File: src/rtl/serial_tx_arbiter_pkg.sv
// Shared types and constants for the serial TX arbiter: FSM states, sender status polarity,
// byte and index widths, and the round-robin pointer advance rule.
package serial_tx_arbiter_pkg;

  localparam int unsigned ByteW = 8;
  localparam int unsigned IdxW  = 3;

  // Sender status line: 1 means the sender is idle and can take a byte.
  localparam logic TxStatusIdle = 1'b1;

  typedef enum logic [1:0] {
    StIdle = 2'd0,
    StLoad = 2'd1,
    StBusy = 2'd2
  } state_e;

  // Pointer after a grant to `owner`; with fixed priority on index 0 it wraps to 1, not 0.
  function automatic logic [IdxW-1:0] rr_next(input logic [IdxW-1:0] owner,
                                               input int unsigned     n_req,
                                               input logic            prio_en);
    int unsigned nxt;
    nxt = 32'(owner) + 32'd1;
    if (nxt >= n_req) begin
      nxt = prio_en ? 32'd1 : 32'd0;
    end
    return nxt[IdxW-1:0];
  endfunction

endpackage

File: src/rtl/serial_tx_arbiter_rr_picker.sv
// Combinational round-robin picker: first requester at or after the pointer, wrapping.
// With i_prio_en set, requester 0 always wins and is excluded from the rotating scan.
module serial_tx_arbiter_rr_picker
  import serial_tx_arbiter_pkg::*;
#(
  parameter int unsigned N_REQ = 4
) (
  input  logic [N_REQ-1:0] i_req,
  input  logic [IdxW-1:0]  i_rr_ptr,
  input  logic             i_prio_en,
  output logic             o_valid,
  output logic [IdxW-1:0]  o_winner
);

  logic [N_REQ-1:0] w_rr_mask;

  always_comb begin
    w_rr_mask = i_req;
    if (i_prio_en) begin
      w_rr_mask[0] = 1'b0;
    end
  end

  // Two passes: indices at/after the pointer first, then the wrapped-around lower indices.
  always_comb begin
    o_valid  = 1'b0;
    o_winner = '0;
    if (i_prio_en && i_req[0]) begin
      o_valid  = 1'b1;
      o_winner = '0;
    end else begin
      for (int unsigned i = 0; i < N_REQ; i++) begin
        if (!o_valid && w_rr_mask[i] && (i >= 32'(i_rr_ptr))) begin
          o_valid  = 1'b1;
          o_winner = IdxW'(i);
        end
      end
      for (int unsigned i = 0; i < N_REQ; i++) begin
        if (!o_valid && w_rr_mask[i]) begin
          o_valid  = 1'b1;
          o_winner = IdxW'(i);
        end
      end
    end
  end

endmodule

File: src/rtl/serial_tx_arbiter.sv
// Shares one UART byte sender among N_REQ requesters, one byte per round-robin grant.
// Define SERIAL_TX_ARB_PRIO_EN to give requester 0 fixed top priority over the rotation.
module serial_tx_arbiter
  import serial_tx_arbiter_pkg::*;
#(
  parameter int unsigned N_REQ        = 4,
  parameter int unsigned WAIT_TIMEOUT = 20000
) (
  input  logic                   i_clk,
  input  logic                   i_rst_n,
  input  logic [N_REQ-1:0]       i_req,
  input  logic [ByteW*N_REQ-1:0] i_req_data,
  output logic [N_REQ-1:0]       o_ack,
  output logic                   o_err,
  output logic [IdxW-1:0]        o_owner,
  output logic                   o_busy,
  output logic [ByteW-1:0]       o_tx_data,
  output logic                   o_tx_en,
  input  logic                   i_tx_status
);

  localparam int unsigned CntW = (WAIT_TIMEOUT > 1) ? $clog2(WAIT_TIMEOUT) : 1;
  localparam logic [CntW-1:0] CntLast = CntW'(WAIT_TIMEOUT - 1);

`ifdef SERIAL_TX_ARB_PRIO_EN
  localparam logic PrioEn = 1'b1;
`else
  localparam logic PrioEn = 1'b0;
`endif

  // Under fixed priority the rotation covers 1..N_REQ-1 only, so the pointer starts at 1.
  localparam logic [IdxW-1:0] RrPtrRst = {{(IdxW-1){1'b0}}, PrioEn};

  state_e            r_state;
  logic              r_tx_en;
  logic [ByteW-1:0]  r_tx_data;
  logic [N_REQ-1:0]  r_ack;
  logic              r_err;
  logic [IdxW-1:0]   r_owner;
  logic [IdxW-1:0]   r_rr_ptr;
  logic [CntW-1:0]   r_cnt;

  state_e            w_state_d;
  logic              w_tx_en_d;
  logic [ByteW-1:0]  w_tx_data_d;
  logic [N_REQ-1:0]  w_ack_d;
  logic              w_err_d;
  logic [IdxW-1:0]   w_owner_d;
  logic [IdxW-1:0]   w_rr_ptr_d;
  logic [CntW-1:0]   w_cnt_d;

  logic              w_pick_valid;
  logic [IdxW-1:0]   w_pick_idx;
  logic [ByteW-1:0]  w_pick_data;
  logic [N_REQ-1:0]  w_owner_oh;
  logic              w_sender_idle;

  serial_tx_arbiter_rr_picker #(
    .N_REQ (N_REQ)
  ) u_picker (
    .i_req     (i_req),
    .i_rr_ptr  (r_rr_ptr),
    .i_prio_en (PrioEn),
    .o_valid   (w_pick_valid),
    .o_winner  (w_pick_idx)
  );

  assign w_sender_idle = (i_tx_status == TxStatusIdle);

  always_comb begin
    w_pick_data = '0;
    for (int unsigned i = 0; i < N_REQ; i++) begin
      if (w_pick_idx == IdxW'(i)) begin
        w_pick_data = i_req_data[ByteW*i +: ByteW];
      end
    end
  end

  always_comb begin
    for (int unsigned i = 0; i < N_REQ; i++) begin
      w_owner_oh[i] = (r_owner == IdxW'(i));
    end
  end

  always_comb begin
    w_state_d   = r_state;
    w_tx_en_d   = r_tx_en;
    w_tx_data_d = r_tx_data;
    w_ack_d     = '0;
    w_err_d     = 1'b0;
    w_owner_d   = r_owner;
    w_rr_ptr_d  = r_rr_ptr;
    w_cnt_d     = r_cnt;
    unique case (r_state)
      StIdle: begin
        // Grant only when the sender is idle; the byte is captured here and never re-sampled.
        if (w_pick_valid && w_sender_idle) begin
          w_state_d   = StLoad;
          w_tx_en_d   = 1'b1;
          w_tx_data_d = w_pick_data;
          w_owner_d   = w_pick_idx;
          w_cnt_d     = '0;
        end
      end
      StLoad: begin
        w_cnt_d = r_cnt + 1'b1;
        if (!w_sender_idle) begin
          w_tx_en_d = 1'b0;
          w_ack_d   = w_owner_oh;
          w_state_d = StBusy;
        end else if (r_cnt == CntLast) begin
          w_tx_en_d  = 1'b0;
          w_err_d    = 1'b1;
          w_rr_ptr_d = rr_next(r_owner, N_REQ, PrioEn);
          w_state_d  = StIdle;
        end
      end
      StBusy: begin
        if (w_sender_idle) begin
          w_rr_ptr_d = rr_next(r_owner, N_REQ, PrioEn);
          w_state_d  = StIdle;
        end
      end
      default: begin
        w_state_d = StIdle;
        w_tx_en_d = 1'b0;
      end
    endcase
  end

  always_ff @(posedge i_clk) begin
    if (!i_rst_n) begin
      r_state   <= StIdle;
      r_tx_en   <= 1'b0;
      r_tx_data <= '0;
      r_ack     <= '0;
      r_err     <= 1'b0;
      r_owner   <= '0;
      r_rr_ptr  <= RrPtrRst;
      r_cnt     <= '0;
    end else begin
      r_state   <= w_state_d;
      r_tx_en   <= w_tx_en_d;
      r_tx_data <= w_tx_data_d;
      r_ack     <= w_ack_d;
      r_err     <= w_err_d;
      r_owner   <= w_owner_d;
      r_rr_ptr  <= w_rr_ptr_d;
      r_cnt     <= w_cnt_d;
    end
  end

  assign o_ack     = r_ack;
  assign o_err     = r_err;
  assign o_owner   = r_owner;
  assign o_busy    = (r_state != StIdle);
  assign o_tx_data = r_tx_data;
  assign o_tx_en   = r_tx_en;

  // ack and err never coincide, and at most one requester is acked per cycle.
  a_ack_err_excl: assert property (@(posedge i_clk) disable iff (!i_rst_n) !(|r_ack && r_err));
  a_ack_onehot:   assert property (@(posedge i_clk) disable iff (!i_rst_n) $onehot0(r_ack));

endmodule

File: config.mk
export PLATFORM = sky130hd
export DESIGN_NAME = serial_tx_arbiter
export DESIGN_NICKNAME = d
export VERILOG_FILES = /design/src/rtl/serial_tx_arbiter_pkg.sv /design/src/rtl/serial_tx_arbiter_rr_picker.sv /design/src/rtl/serial_tx_arbiter.sv
export SDC_FILE = /design/constraint.sdc
export NUM_CORES = 1
export LEC_CHECK = 0
export CAP_MARGIN = 10
export CORE_MARGIN = 5
export CORE_UTILIZATION = 45
export DETAILED_ROUTE_END_ITERATION = 8
export GPL_TIMING_DRIVEN = 0
export HOLD_SLACK_MARGIN = 0.1
export MAX_ROUTING_LAYER = met4
export PLACE_DENSITY = 0.83
export SYNTH_ARGS = -nofsm -noshare
export SYNTH_HDL_FRONTEND = slang
export SYNTH_SLANG_ARGS = --single-unit
File: constraint.sdc
create_clock -name i_clk -period 3.8 [get_ports i_clk]
set_input_delay 0.57 -clock i_clk [delete_from_list [all_inputs] [get_ports i_clk]]
set_output_delay 0.57 -clock i_clk [all_outputs]
set_load 0.02 [all_outputs]
### Word level (Yosys, flattened, before mapping)

Cells that the tools add are included.

| cells by class | value |
|---|---|
| equal/unequal tests | 14 |
| $lt $le $gt $ge | 5 |
| add/sub/neg operators | 2 |
| reductions and logical operators | 32 |
| multiplexer cells | 36 |
| bitwise gates (word level) | 3 |

Operators with widths:

| cell | count |
|---|---|
| two-way mux 8 bit | 4 |
| case mux 15 bit (2 select lines) | 1 |
| two-way mux 2 bit | 10 |
| adder 15 x 1 -> 15 bit, second input constant | 1 |
| == test 15 bit, second input constant | 1 |
| two-way mux 15 bit | 1 |
| two-way mux 1 bit | 13 |
| == test 3 x 2 -> 1 bit, second input constant | 4 |
| logical AND 1 bit | 12 |
| two-way mux 3 bit | 4 |
| AND reduction 3 bit | 3 |
| != test 2 bit, second input constant | 4 |
| logical NOT 1 bit | 7 |
| == test 3 x 1 -> 1 bit, second input constant | 2 |
| greater-or-equal comparator 1 x 3 -> 1 bit, first input constant | 2 |
| greater-or-equal comparator 2 x 3 -> 1 bit, first input constant | 2 |
| logical NOT 3 bit | 2 |
| case mux 2 bit (3 select lines) | 1 |
| case mux 3 bit (2 select lines) | 1 |
| nonzero test 2 bit | 3 |
| adder 3 x 1 -> 4 bit, second input constant | 1 |
| greater-or-equal comparator 4 x 3 -> 1 bit, second input constant | 1 |
| AND reduction 2 bit | 2 |
| AND reduction 4 bit | 1 |
| 7 further kinds | 9 |

| word-level totals | value |
|---|---|
| flip-flop bits (word level) | 37 |
| input port bits | 39 |
| output and inout bits | 18 |
| word-level logic and storage cells | 100 |

### Depth between registers and ports, before layout

Gate-level depths: netlist of run 1.

| depth | value |
|---|---|
| word-level depth | 32 |
| gate-level depth with buffers | 7 |
| depth with buffers taken out | 6 |

### Cells and area by module

A second synthesis of run 1 with hierarchy kept.

| unflattened totals | value |
|---|---|
| cell total of the unflattened synthesis | 225 |
| area, all modules | 1985.7 um2 |

By module, submodules not included:

| module | area an instance (um2) | times used | sequential area each (um2) | cells an instance |
|---|---|---|---|---|
| serial_tx_arbiter | 1850.5 | 1 | 740.7 | 201 |
| serial_tx_arbiter_rr_picker | 135.1 | 1 | 0.0 | 24 |

### Least setup slack after synthesis of run 1

Ideal clock, no wire load.

| timing path | value |
|---|---|
| path type | input to register |
| start point | in i_req[0] |
| end point | reg r_tx_data[0] (netlist: o_tx_data[0]) |
| stages on the path | 5 |
| data arrival time | 1.670 ns |
| buffers on the path | 0 |
| data required time | 3.718 ns |
| setup time | 0.082 ns |
| setup slack | 2.048 ns |
| cells stage by stage | o41ai_1 -> nor3_1 -> nor2_1 -> nand2_1 -> o2111ai_1 |

| between the ends | value |
|---|---|
| word-level cells in the longest chain between the ends | 31 |
| elaborated cells on any way between the ends | 43 |
| those cells by class | eq/ne (3); mux (19); reduce/logical (21) |

Ends and longest elaborated chain:

| element | RTL line | RTL |
|---|---|---|
| start, declared | serial_tx_arbiter.sv:11 | `input logic [N_REQ-1:0] i_req,` |
| logical AND 1 bit | serial_tx_arbiter_rr_picker.sv:33 | `if (!o_valid && w_rr_mask[i] && (i >= 32'(i_rr_ptr))) begin` |
| two-way mux 1 bit | serial_tx_arbiter_rr_picker.sv:33 |  |
| logical NOT 1 bit | serial_tx_arbiter_rr_picker.sv:33 |  |
| logical AND 1 bit (2 in a row) | serial_tx_arbiter_rr_picker.sv:33 |  |
| two-way mux 1 bit | serial_tx_arbiter_rr_picker.sv:33 |  |
| logical NOT 1 bit | serial_tx_arbiter_rr_picker.sv:33 |  |
| logical AND 1 bit (2 in a row) | serial_tx_arbiter_rr_picker.sv:33 |  |
| two-way mux 1 bit | serial_tx_arbiter_rr_picker.sv:33 |  |
| (+10 left out) | -- |  |
| logical NOT 1 bit | serial_tx_arbiter_rr_picker.sv:39 | `if (!o_valid && w_rr_mask[i]) begin` |
| logical AND 1 bit | serial_tx_arbiter_rr_picker.sv:39 |  |
| two-way mux 1 bit | serial_tx_arbiter_rr_picker.sv:39 |  |
| logical NOT 1 bit | serial_tx_arbiter_rr_picker.sv:39 |  |
| logical AND 1 bit | serial_tx_arbiter_rr_picker.sv:39 |  |
| two-way mux 2 bit | serial_tx_arbiter_rr_picker.sv:39 |  |
| logical NOT 3 bit | serial_tx_arbiter.sv:73 | `if (w_pick_idx == IdxW'(i)) begin` |
| two-way mux 8 bit (4 in a row) | serial_tx_arbiter.sv:73 |  |
| end signal, assigned | serial_tx_arbiter.sv:144 | `r_tx_data <= w_tx_data_d;` |
| end, declared | serial_tx_arbiter.sv:36 | `logic [ByteW-1:0] r_tx_data;` |

Parallel ways exist; a longest one is shown, timed or not.
A chain may end at the register's enable or synchronous reset.

### Worst setup path after layout of run 1

| timing path | value |
|---|---|
| start point | in i_req[1] |
| end point | reg r_tx_data[0] (netlist: o_tx_data[0]) |

| between the ends | value |
|---|---|
| word-level cells in the longest chain between the ends | 28 |
| elaborated cells on any way between the ends | 40 |
| those cells by class | eq/ne (3); mux (18); reduce/logical (19) |

Ends and longest elaborated chain:

| element | RTL line |
|---|---|
| logical AND 1 bit (2 in a row) | serial_tx_arbiter_rr_picker.sv:33 |
| two-way mux 1 bit | serial_tx_arbiter_rr_picker.sv:33 |
| logical NOT 1 bit | serial_tx_arbiter_rr_picker.sv:33 |
| logical AND 1 bit (2 in a row) | serial_tx_arbiter_rr_picker.sv:33 |
| two-way mux 1 bit | serial_tx_arbiter_rr_picker.sv:33 |
| logical NOT 1 bit | serial_tx_arbiter_rr_picker.sv:33 |
| logical AND 1 bit (2 in a row) | serial_tx_arbiter_rr_picker.sv:33 |
| two-way mux 1 bit | serial_tx_arbiter_rr_picker.sv:33 |
| (+6 left out) | -- |
| logical NOT 1 bit | serial_tx_arbiter_rr_picker.sv:39 |
| logical AND 1 bit | serial_tx_arbiter_rr_picker.sv:39 |
| two-way mux 1 bit | serial_tx_arbiter_rr_picker.sv:39 |
| logical NOT 1 bit | serial_tx_arbiter_rr_picker.sv:39 |
| logical AND 1 bit | serial_tx_arbiter_rr_picker.sv:39 |
| two-way mux 2 bit | serial_tx_arbiter_rr_picker.sv:39 |
| logical NOT 3 bit | serial_tx_arbiter.sv:73 |
| two-way mux 8 bit (4 in a row) | serial_tx_arbiter.sv:73 |

Parallel ways exist; a longest one is shown, timed or not.

==> results of run 1 <==
[power by group through the flow]
stage | clock [uW] | sequential (uW) | combinational [uW]
floorplan | 0 | 420 | 80.4
global placement | 0 | 406 | 178
detailed placement | 0 | 407 | 179
CTS | 345 | 398 | 180
global route | 361 | 399 | 195
finish | 333 | 398 | 180
[sequential cells by signal (all words and copies together), names as in the netlist]
name and flops:
o_ack 4, o_err 1, o_owner 2, o_tx_data 8
o_tx_en 1, r_cnt 15, r_rr_ptr 3, r_state 2
[worst paths after layout]
path | from | endpoint | slack [ns] | depth (start not counted)
min reg2reg | o_tx_data[6]$_SDFFE_PN0P_ | o_tx_data[6]$_SDFFE_PN0P_ | 0.46 | 2
max reg2reg | r_cnt[0]$_SDFFE_PN0P_ | r_rr_ptr[2]$_SDFFE_PN0P_ | 1.99 | 6
max | i_req[1] | o_tx_data[0]$_SDFFE_PN0P_ | 1.42 | 6
min | o_tx_data[6]$_SDFFE_PN0P_ | o_tx_data[6]$_SDFFE_PN0P_ | 0.46 | 2
[area by class of cell]
| class | instances | area share (%) |
|---|---|---|
| clock inverters | 2 | 1.30 |
| well taps | 52 | 2.41 |
| flip-flops and latches | 36 | 26.7 |
| repair buffers | 54 | 20.0 |
| inverters | 11 | 1.53 |
| plain buffers | 10 | 1.85 |
| clock buffers | 6 | 2.69 |
| multi-input cells | 190 | 43.5 |
[critical path: cells and delay by family]
kind            cells  cell delay (ns)
compound gates      2             0.71
buf+inv             1             0.52
simple gates        3             0.79
[metal layers]
metal	part of all wire (%)	up-vias	global-route usage, %	wire (um)
li1	-	1025	-	-
met1	47	922	23.9	2480
met2	43	84	27.0	2280
met3	8.6	6	5.20	453
met4	1.1	0	6.99	59
met5	0	-	-	0
[placed cells by master, fill, tap and decap left out, types with 2 or more instances in the layout]
cell type,n
o2111ai_1,2
inv_1,10
nand3_1,4
nor4b_1,2
mux2i_1,3
nor3_1,10
nor2_1,21
nand4_1,9
o21ai_0,18
and2_1,13
and2b_1,2
nand2_1,27
clkbuf_1,8
a21oi_1,11
ha_1,5
o21bai_1,2
o221ai_1,3
clkbuf_8,5
clkdlybuf4s50_1,54
a31oi_1,3
a311oi_1,3
nor2b_1,2
nand2b_1,3
a211oi_1,11
o211ai_1,3
xor2_1,3
o31ai_1,5
or3_1,3
dfxtp_1,36
and3b_1,2
and3_1,4
[cell families (layout without fill, tap and decap cells)]
| kind of cell | Yosys count | count (layout) | share of synthesized area [%] |
|---|---|---|---|
| other cells | 1 | 1 | 0.189 |
| compound gates | 72 | 72 | 25.1 |
| simple gates | 106 | 106 | 27.8 |
| flops | 36 | 36 | 36.3 |
| fa+ha+maj | 5 | 5 | 3.15 |
| buf+inv | 21 | 83 | 4.60 |
| xor+xnor | 3 | 3 | 1.32 |
| mux | 3 | 3 | 1.51 |
[per-stage QoR]
stage	setup slack [ns]	hold slack [ns]	power, uW
finish	1.42	0.456	911
global route	1.17	0.478	956
CTS	1.41	0.461	923
detailed placement	1.08	0.443	586
global placement	1.15	0.432	584
floorplan	2.05	0.464	500
==> flow_summary.json, run 1 <==
{
  "clkPwrFrac_pct": 36.5,
  "worstPathRequired_ns": 4.01,
  "root_buffer": "clkbuf_8",
  "tritoncts": "yes",
  "final_util_pct": 62.4,
  "wire_per_inst_um": 14.6,
  "syn-mean-instance-area_um2": 8.04,
  "grt_pass1_wl_um": 8800,
  "critPathMaxFanout": 8,
  "cts.repair.resized": 0,
  "core-area_um2": 4320,
  "clock_sinks": 36,
  "hold_viol_final": 0,
  "viasPerCell": 5.64,
  "antenna_found_initial": 0,
  "yosysMostFrequentCell": "dfxtp_1",
  "post_cts_buffers": 0,
  "status": "completed",
  "ys_ff_latch": 36,
  "die_y_um": 76.5,
  "synth_nets": 291,
  "grt_pass1_vias": 1903,
  "yosysTopAreaCellShare_pct": 36.3,
  "cts_max_level": 2,
  "p_switching_uw": 237,
  "ant_nets": 0,
  "dp_hpwl_um": 3880,
  "finish.instance_area_um2": 2700,
  "rows": 24,
  "grt_max_degree": 12,
  "layout-drive-gt1-share_pct": 5.18,
  "multiInputGateArea_um2": 1170,
  "synth-edff-count": 0,
  "p_int_uw": 673,
  "drt-initial-drc-count": 148,
  "die_x_um": 76.5,
  "fin_skew_ns": 0.00826,
  "cts_max_path_buffers": 2,
  "pwr-share-seq_pct": 43.7,
  "placed_cell_area_um2": 2590,
  "syn_inst": 247,
  "clkSlewWorstSetupHoldPaths_ns": 0.07,
  "startpoint_type": "primary input",
  "critPathSlowestCell": "o41ai_1",
  "layout_min_cycle_time_ns": 2.38,
  "relSlewSlack_pct": 62.3,
  "numCtsBuffers": 5,
  "antenna_cells": 0,
  "start_util_pct": 45.9,
  "period_share_pct": 62.5,
  "fp.dieArea_um2": 5840,
  "routed_wl_um": 5270,
  "async_flop_share_pct": 0,
  "worstSkewPairLatency_ns": 0.29,
  "power_frac_comb_pct": 19.8,
  "setup_viol_count_final": 0,
  "yosys-top-cells-count": "dfxtp_1 (36), nand2_1 (27), nor2_1 (21), o21ai_0 (18), and2_1 (13)",
  "max_stage_delay_ns": 0.60,
  "fmax_ghz": 0.421,
  "vdd_drop_max_uv": 268,
  "arrival_ns": 2.59,
  "maxSlewViolCount": 0,
  "seq_area_um2": 721,
  "gr-usage-all-layers_pct": 18.4,
  "syn-cell-area_um2": 1990,
  "port_buffers": 54,
  "worst_pin_slew_ns": 0.562,
  "path_cells": "clkdlybuf4s50_1 -> o41ai_1 -> nor3_1 -> nor2_1 -> nand2_1 -> o2111ai_1",
  "power_leakage_uw": 0.00100,
  "ys_seq_area_share_pct": 36.3,
  "netlist-cell-type-count": 49,
  "maxCapViolCount": 0,
  "tns_ns": 0,
  "endpoint_kind": "flip-flop",
  "hold_path.class": "flip-flop to flip-flop",
  "drc_errors": 0,
  "fin_nets": 352,
  "ys.flop_type": "dfxtp_1",
  "dp.cells": 353,
  "overflow": 0,
  "swShare_pct": 26.1,
  "yosys-top-cells-area": "dfxtp_1 (36%), nand2_1 (5.1%), o21ai_0 (4.5%), a211oi_1 (4.2%), and2_1 (4.1%)",
  "num_vias": 2037,
  "final_cells": 361,
  "cellPowerDensity_nw_per_um2": 337,
  "cts_hold_buf": 0,
  "syn_to_final_growth_pct": 35.9,
  "io_pins": 57,
  "yosys.area.top_type": "dfxtp_1",
  "routabilityCongestion": 0.897,
  "ys_warn_count": 0,
  "n_fill_cell": 393,
  "rsz0062_at_grt": "no",
  "dr.pass1.iters": 5,
  "path_class": "primary input to flip-flop"
}
No activity file was read; power rests on OpenSTA's default activity.
==> inputs of run 2 (changes only) <==
clock period = 2.2 ns   (was 3.8 ns; I/O delays follow)
==> flow_summary.json, run 2 (synthesis results as in run 1) <==
{
  "viasPerCell": 5.59,
  "tritoncts": "yes",
  "period_share_pct": 92.3,
  "clkSlewWorstSetupHoldPaths_ns": 0.07,
  "path_cells": "clkbuf_1 -> nor2_1 -> inv_1 -> clkdlybuf4s50_1",
  "place_ws_ns": -0.276,
  "post_cts_buffers": 0,
  "root_buffer": "clkbuf_8",
  "status": "completed",
  "setup_viol_count_final": 0,
  "core-area_um2": 4320,
  "drc_errors": 0,
  "cp_top_family": "buffers and inverters",
  "layout-drive-gt1-share_pct": 5.50,
  "tns_ns": 0,
  "n_fill_cell": 393,
  "drt-initial-drc-count": 148,
  "gr-usage-all-layers_pct": 18.4,
  "worst_pin_slew_ns": 0.570,
  "largest_reg_flops": 15,
  "dp_hpwl_um": 3880,
  "clock_sinks": 36,
  "cts_max_path_buffers": 2,
  "critPathMaxFanout": 9,
  "die_y_um": 76.5,
  "path_buf_inv": 3,
  "syn_to_final_growth_pct": 36.0,
  "path_class": "flip-flop to output port",
  "grt_pass1_wl_um": 8800,
  "worst_slack_ns": 0.170,
  "maxCapViolCount": 0,
  "critPathSlowestCell": "clkdlybuf4s50_1",
  "relSlewSlack_pct": 61.7,
  "endpoint_kind": "output port",
  "wire_per_inst_um": 14.5,
  "fmax_ghz": 0.493,
  "rsz0062_at_grt": "no",
  "cellPowerDensity_nw_per_um2": 582,
  "cts_max_level": 2,
  "fin_skew_ns": 0.00782,
  "layout_min_cycle_time_ns": 2.03,
  "maxSlewViolCount": 0,
  "regMostFlops": "r_cnt",
  "numCtsBuffers": 5,
  "hold_viol_final": 0,
  "worstSkewPairLatency_ns": 0.29,
  "ant_nets": 0,
  "num_vias": 2018,
  "power_leakage_uw": 0.00100,
  "routabilityCongestion": 0.897,
  "rows": 24,
  "hold_path.class": "flip-flop to flip-flop",
  "antenna_cells": 0,
  "max_stage_delay_ns": 0.61,
  "vdd_drop_max_uv": 463,
  "final_cell_mix": "clkdlybuf4s50_1 (54), dfxtp_1 (36), nand2_1 (27)",
  "die_x_um": 76.5,
  "arrival_ns": 1.70,
  "start_util_pct": 45.9,
  "cts_hold_buf": 0,
  "antenna_found_initial": 0,
  "fp.dieArea_um2": 5840,
  "overflow": 0,
  "grt_pass1_vias": 1903,
  "worstPathRequired_ns": 1.87,
  "io_pins": 57,
  "grt_max_degree": 12,
  "dr.pass1.iters": 4,
  "mostFrequentLayoutCell": "clkdlybuf4s50_1",
  "fin_nets": 352,
  "startpoint_type": "flip-flop",
  "cts.repair.resized": 0,
  "whs_ns": 0.455,
  "port_buffers": 54,
  "routed_wl_um": 5230
}
==> run 2: cell counts in the layout (fill, tap and decap cells not counted) <==
Identical to the previous run, type by type.
==> run 2: routing by layer <==
| metal | part of all wire [%] | wire, um | global-route usage [%] |
|---|---|---|---|
| met1 | 48 | 2510 | 23.9 |
| met2 | 43 | 2270 | 27.0 |
| met3 | 7.6 | 398 | 5.20 |
| met4 | 1.1 | 59 | 6.99 |
| met5 | 0 | 0 | - |
==> run 2: worst paths after layout <==
path	start	end	slack [ns]	depth (start not counted)
max	r_state[1]$_SDFFE_PN0P_	o_busy	0.17	4
max reg2reg	r_cnt[0]$_SDFFE_PN0P_	r_rr_ptr[2]$_SDFFE_PN0P_	0.40	6
min reg2reg	o_tx_data[6]$_SDFFE_PN0P_	o_tx_data[6]$_SDFFE_PN0P_	0.46	2
min	o_tx_data[6]$_SDFFE_PN0P_	o_tx_data[6]$_SDFFE_PN0P_	0.46	2
==> run 2: where the power goes <==
part | total, uW | switching, uW | leakage [uW] | internal [uW]
combinational | 311 | 159 | 0.000655 | 152
clock | 574 | 238 | 0.0000552 | 336
sequential | 688 | 12.9 | 0.000292 | 675
total | 1570 | 410 | 0.00100 | 1160
==> run 2: worst reg2reg max path: cells and delay by family, from the launching register on <==
family	cells	cell delay, ns
adders and majority gates	1	0.25
AOI/OAI and AO/OA	1	0.21
DFF	1	0.38
and+or+nand+nor	4	0.86
==> run 2: layout make-up <==
class	count	area [um^2]	share of cell area [%]
inverters	11	41.3	1.53
well taps	52	65.1	2.41
plain buffers	10	50.0	1.85
clock inverters	2	35.0	1.30
flip-flops and latches	36	721	26.7
multi-input cells	190	1180	43.6
clock buffers	6	72.6	2.69
repair buffers	54	541	20.0
==> run 2: metrics by stage <==
stage	area, um^2	total power [uW]	util (%)	instances
final	2700	1570	62.5	361
after detailed placement	2590	1010	60.0	353
after global routing	2700	1650	62.5	361
after CTS	2700	1590	62.4	361
after floorplan	1990	864	-	247
after global placement	2590	1010	60.0	353
